--- config.mk ---
export PLATFORM = sky130hd
export DESIGN_NAME = hypot_seq_ctrl
export DESIGN_NICKNAME = d
export VERILOG_FILES = /design/src/rtl/hypot_seq_ctrl.sv
export SDC_FILE = /design/constraint.sdc
export NUM_CORES = 1
export LEC_CHECK = 0
export CAP_MARGIN = 20
export CORE_UTILIZATION = 45
export DETAILED_ROUTE_END_ITERATION = 8
export GPL_TIMING_DRIVEN = 1
export SYNTH_ARGS = -nofsm -noshare
export SYNTH_HDL_FRONTEND = slang
export SYNTH_SLANG_ARGS = --single-unit
--- constraint.sdc ---
create_clock -name clk -period 6.2 [get_ports clk]
set_input_delay 1.24 -clock clk [delete_from_list [all_inputs] [get_ports clk]]
set_output_delay 1.24 -clock clk [all_outputs]
set_load 0.02 [all_outputs]
--- src/rtl/hypot_seq_ctrl.sv ---
// Sequencer computing floor(sqrt(x^2+y^2)) with one shared serial shift-add squarer.
// Fixed latency: done pulses 109 cycles after start accept; start ignored while busy.
module hypot_seq_ctrl #(
  parameter int W = 8
) (
  input  logic           clk,
  input  logic           rst_n,
  input  logic           start,
  input  logic [W-1:0]   x,
  input  logic [W-1:0]   y,
  output logic           busy,
  output logic           done,
  output logic [W:0]     result,
  output logic [2*W:0]   sum_sq
);

  localparam int OW = W + 1;
  localparam int PW = 2 * W + 2;
  localparam int CW = $clog2(W + 1);

  typedef enum logic [2:0] {
    S_IDLE,
    S_SQX,
    S_SQY,
    S_RSQ,
    S_RCMP,
    S_DONE
  } state_t;

  state_t          state_q, state_d;

  logic [W-1:0]    y_q;
  logic [OW-1:0]   sq_op_q;
  logic [OW-1:0]   sq_mpr_q;
  logic [PW-1:0]   sq_mcd_q;
  logic [PW-1:0]   sq_acc_q;
  logic [CW-1:0]   sq_cnt_q;
  logic [2*W:0]    sum_q;
  logic [OW-1:0]   root_q;
  logic [CW-1:0]   bit_q;

  logic            sq_run;
  logic            sq_last;
  logic [PW-1:0]   sq_add;
  logic [PW-1:0]   sq_prod;
  logic            fits;
  logic [OW-1:0]   root_nxt;
  logic [CW-1:0]   bit_dec;
  logic [OW-1:0]   trial_nxt;

  logic            sq_ld;
  logic [OW-1:0]   sq_ld_val;
  logic            lat_y;
  logic            sum_ld;
  logic            sum_add;
  logic            root_clr;
  logic            root_upd;
  logic            out_upd;

  // sq_prod is the accumulator value after this cycle's shift-add step;
  // on the last step it is the complete square.
  assign sq_run    = (state_q == S_SQX) || (state_q == S_SQY) || (state_q == S_RSQ);
  assign sq_last   = (sq_cnt_q == CW'(W));
  assign sq_add    = sq_mpr_q[0] ? sq_mcd_q : '0;
  assign sq_prod   = sq_acc_q + sq_add;

  // In RCMP the accumulator holds t^2 and sq_op_q still holds t.
  assign fits      = (sq_acc_q <= {1'b0, sum_q});
  assign root_nxt  = fits ? sq_op_q : root_q;
  assign bit_dec   = bit_q - CW'(1);
  assign trial_nxt = root_nxt | (OW'(1) << bit_dec);

  always_ff @(posedge clk or negedge rst_n) begin
    if (!rst_n) begin
      state_q <= S_IDLE;
    end else begin
      state_q <= state_d;
    end
  end

  always_comb begin
    state_d   = state_q;
    sq_ld     = 1'b0;
    sq_ld_val = '0;
    lat_y     = 1'b0;
    sum_ld    = 1'b0;
    sum_add   = 1'b0;
    root_clr  = 1'b0;
    root_upd  = 1'b0;
    out_upd   = 1'b0;
    busy      = 1'b0;
    done      = 1'b0;
    case (state_q)
      S_IDLE, S_DONE: begin
        done = (state_q == S_DONE);
        if (start) begin
          sq_ld     = 1'b1;
          sq_ld_val = {1'b0, x};
          lat_y     = 1'b1;
          state_d   = S_SQX;
        end else begin
          state_d   = S_IDLE;
        end
      end
      S_SQX: begin
        busy = 1'b1;
        if (sq_last) begin
          sum_ld    = 1'b1;
          sq_ld     = 1'b1;
          sq_ld_val = {1'b0, y_q};
          state_d   = S_SQY;
        end
      end
      S_SQY: begin
        busy = 1'b1;
        if (sq_last) begin
          sum_add   = 1'b1;
          root_clr  = 1'b1;
          sq_ld     = 1'b1;
          sq_ld_val = OW'(1) << W;
          state_d   = S_RSQ;
        end
      end
      S_RSQ: begin
        busy = 1'b1;
        if (sq_last) begin
          state_d = S_RCMP;
        end
      end
      S_RCMP: begin
        busy     = 1'b1;
        root_upd = 1'b1;
        if (bit_q == '0) begin
          out_upd = 1'b1;
          state_d = S_DONE;
        end else begin
          sq_ld     = 1'b1;
          sq_ld_val = trial_nxt;
          state_d   = S_RSQ;
        end
      end
      default: begin
        state_d = S_IDLE;
      end
    endcase
  end

  always_ff @(posedge clk or negedge rst_n) begin
    if (!rst_n) begin
      y_q      <= '0;
      sq_op_q  <= '0;
      sq_mpr_q <= '0;
      sq_mcd_q <= '0;
      sq_acc_q <= '0;
      sq_cnt_q <= '0;
      sum_q    <= '0;
      root_q   <= '0;
      bit_q    <= '0;
      result   <= '0;
      sum_sq   <= '0;
    end else begin
      if (lat_y) begin
        y_q <= y;
      end

      // A load overrides the step: the finished product has already been
      // consumed through sq_prod in the same cycle.
      if (sq_ld) begin
        sq_op_q  <= sq_ld_val;
        sq_mpr_q <= sq_ld_val;
        sq_mcd_q <= {{(PW-OW){1'b0}}, sq_ld_val};
        sq_acc_q <= '0;
        sq_cnt_q <= '0;
      end else if (sq_run) begin
        sq_acc_q <= sq_prod;
        sq_mpr_q <= sq_mpr_q >> 1;
        sq_mcd_q <= sq_mcd_q << 1;
        sq_cnt_q <= sq_cnt_q + CW'(1);
      end

      if (sum_ld) begin
        sum_q <= sq_prod[2*W:0];
      end else if (sum_add) begin
        sum_q <= sum_q + sq_prod[2*W:0];
      end

      if (root_clr) begin
        root_q <= '0;
        bit_q  <= CW'(W);
      end else if (root_upd) begin
        root_q <= root_nxt;
        if (bit_q != '0) begin
          bit_q <= bit_dec;
        end
      end

      if (out_upd) begin
        result <= root_nxt;
        sum_sq <= sum_q;
      end
    end
  end

endmodule

==> results.yml <==
outcome:
  outcome: "complete, no violations"
setup_path:
  r2r-start: "sq_mpr_q[0]"
  crit_path_top_delay_cell: "dfrtp_1"
  crit_path_start_kind: "flip-flop"
  path_buf_inv: 1
  max_stage_delay_ns: 0.53
  criticalPathCategory: "reg -> reg"
  endpoint_kind: "flip-flop"
  path_depth: 17
  reg2reg_depth: 17
  regToRegSetupSlack_ns: 1.92
  cp_top_family: "compound AO/OA/AOI/OAI gates"
  worstPathCellList: "and2_1 > ha_1 > a21o_1 > a221oi_2 > o21ai_0 > a21o_1 > o31ai_1 > xor2_1 > inv_1 > ha_1 > o21ai_0 > nor2_1 > a221o_1 > a31o_2 > xnor2_1 > o221ai_1 > o31ai_1"
  r2r_end: "sum_q[16]"
  critPathArrivalTime_ns: 4.57
  path_max_fanout: 19
  required_ns: 6.50
sta:
  slew_headroom: 0.3377
  holdWs_ns: 0.4987
  worst_pin_slew_ns: 0.9881
  fin_skew_ns: 0.01059
  setup_violations: 0
  clock.fmax_mhz: 233.9
  final.setup.tns_ns: 0
  fin_crit_sh: 0.6896
  hold_viol: 0
  rsz0062_at_grt: "no"
  layout_min_cycle_time_ns: 4.276
  slew_violations: 0
die:
  fp.dieW_um: 133.4
  fp.dieH_um: 133.4
  io_pins: 47
  dieArea_mm2: 0.01778
  rows: 47
  start_util: 0.4649
  core_mm2: 0.01670
finish:
  final_common_cell: "dfrtp_1"
  multi_input_area_mm2: 0.004365
  n_fill_cell: 1530
  layout.nets: 942
  regArea_mm2: 0.003128
  n_antenna_cell: 0
  drive_gt1_frac: 0.1119
  syn2layout_area_growth_pct: 15.68
  final_cell_mix: "dfrtp_1, nand2_1, a21oi_1"
synth:
  yosys_warnings: 0
  synthTopCellsByArea: "dfrtp_1, ha_1, nand2_1, a21oi_1, mux2_2"
  synth_top_area_cell: "dfrtp_1"
  avgSynthCellArea_um2: 9.389
  ys_types: 73
  synth-seq-cells: 125
  synth_edf_count: 0
  syn-num-nets: 906
  yosysTopAreaCellShare: 0.4028
  syn-cell-area_mm2: 0.007765
  async_flop_share: 1.000
  syn_inst: 827
  synth_seq_area_share: 0.4028
  synth-main-ff-cell: "dfrtp_1"
pwr:
  leakagePower_uw: 0.004391
  powerDensity_mw_per_mm2: 252.9
  peakVddDrop_mv: 0.1964
route:
  viasPerCell: 5.830
  routed_wl_um: 19580
  num_vias: 6390
  first_iter_violations: 338
  wire_per_inst_um: 17.86
  drcViolationCount: 0
  firstDrtPassIters: 5
  ant_nets: 0
clock_tree:
  ctsResizeCount: 0
  cts_tree: "yes"
  clk_pin_slew_worst_paths_ns: 0.06
  numClockSinks: 125
  cts_buffers: 17
  hold_buffers: 0
  htreeDepth: 4
  clockBufferDepth: 2
  clk_latency_ns: 0.42
  post-cts-setup-buffers: 0
  clockRootBuffer: "clkbuf_16"
global_routing:
  grt_pass1_vias: 6450
  top_usage_layer: "met2"
  grt_max_degree: 72
  grt_use_met2: 0.4057
  grt_overflow: 0
  use_met3: 0.03843
  grt_pass1_wl_um: 32420
  grt_use_total: 0.2320
  grt_use_met1: 0.2834
  antenna_found_initial: 0
placed_design:
  gp_congestion: 0.9475
  place_hpwl_um: 14390
  numPortBuffers: 46
min_path:
  min_path_type: "reg -> reg"
  hold_path_depth: 1
  min_delay_worst_endpoint: "root_q[8]"
  hold_start: "root_q[8]"
flow_run:
  drv_cap: 0
## synth_stat cells (all sizes together), types with 4 or more instances
master,instances
a211o,5
mux2i,5
xnor2,19
nand2b,6
o21bai,5
a221oi,9
o22ai,14
clkbuf,24
xor2,11
buf,13
nor3,4
a211oi,13
a22oi,7
dfrtp,125
nand2,103
a31oi,5
o21a,5
or3,4
o211ai,8
a21oi,80
and2,19
a22o,15
ha,58
o21ai,49
mux2,28
a21o,23
nor2,66
nand4,5
nand3,9
o31ai,5
and3,12
inv,34
## logic make-up after synthesis
group | count (synthesis) | share of synthesized area
DFF | 125 | 0.4028
AOI/OAI and AO/OA | 258 | 0.2243
buffers and inverters | 71 | 0.03674
and+or+nand+nor | 250 | 0.1557
adders and majority gates | 60 | 0.09861
xor gates and xnor gates | 30 | 0.03481
muxes | 33 | 0.04705
## cell type report
| class | count | area share |
|---|---|---|
| Timing Repair Buffer | 54 | 0.05850 |
| Tap cell | 220 | 0.03064 |
| Clock buffer | 18 | 0.04889 |
| Inverter | 34 | 0.01421 |
| Clock inverter | 14 | 0.01351 |
| Multi-Input combinational cell | 631 | 0.4860 |
| Sequential cell | 125 | 0.3482 |
## per-stage QoR
step,instance area (µm²),utilization,total power [µW],setup slack (ns),cells
CTS,8982,0.5378,2292,1.923,1096
detailed placement,8422,0.5043,1341,1.920,1064
global placement,8407,0.5034,1326,2.072,1063
floorplan,7765,-,1223,2.350,827
global route,8982,0.5378,2384,1.520,1096
finish,8982,0.5378,2271,1.924,1096
## worst max-delay path by stage
stage          slack, ns         to   startpoint
2_1_floorplan       2.35  sum_q[16]  sq_mpr_q[0]
3_3_place_gp        2.07  sum_q[16]  sq_mpr_q[0]
3_5_place_dp        1.92  sum_q[16]  sq_mpr_q[0]
4_1_cts             1.92  sum_q[16]  sq_mpr_q[0]
5_1_grt             1.52  sum_q[16]  sq_mpr_q[0]
6_report            1.92  sum_q[16]  sq_mpr_q[0]
## routing by layer
| layer | part of all wire | up-vias |
|---|---|---|
| met4 | 0.025 | 0 |
| met5 | 0 | - |
| met1 | 0.44 | 3121 |
| li1 | - | 3053 |
| met2 | 0.50 | 179 |
| met3 | 0.041 | 37 |
## registers in the layout (all words and copies together), names as in the netlist
name and cells:
bit_q 4, sq_mcd_q 18, sq_acc_q 18, sq_op_q 9
y_q 8, result 9, sum_q 17, sq_cnt_q 4
sq_mpr_q 9, state_q 3, root_q 9, sum_sq 17
## where the power goes
group	internal, µW	total (µW)	switching (µW)
combinational	151	343	192
clock	560	941	381
sequential	898	987	88.6
Note: power is estimated with default switching activity, not from simulation.
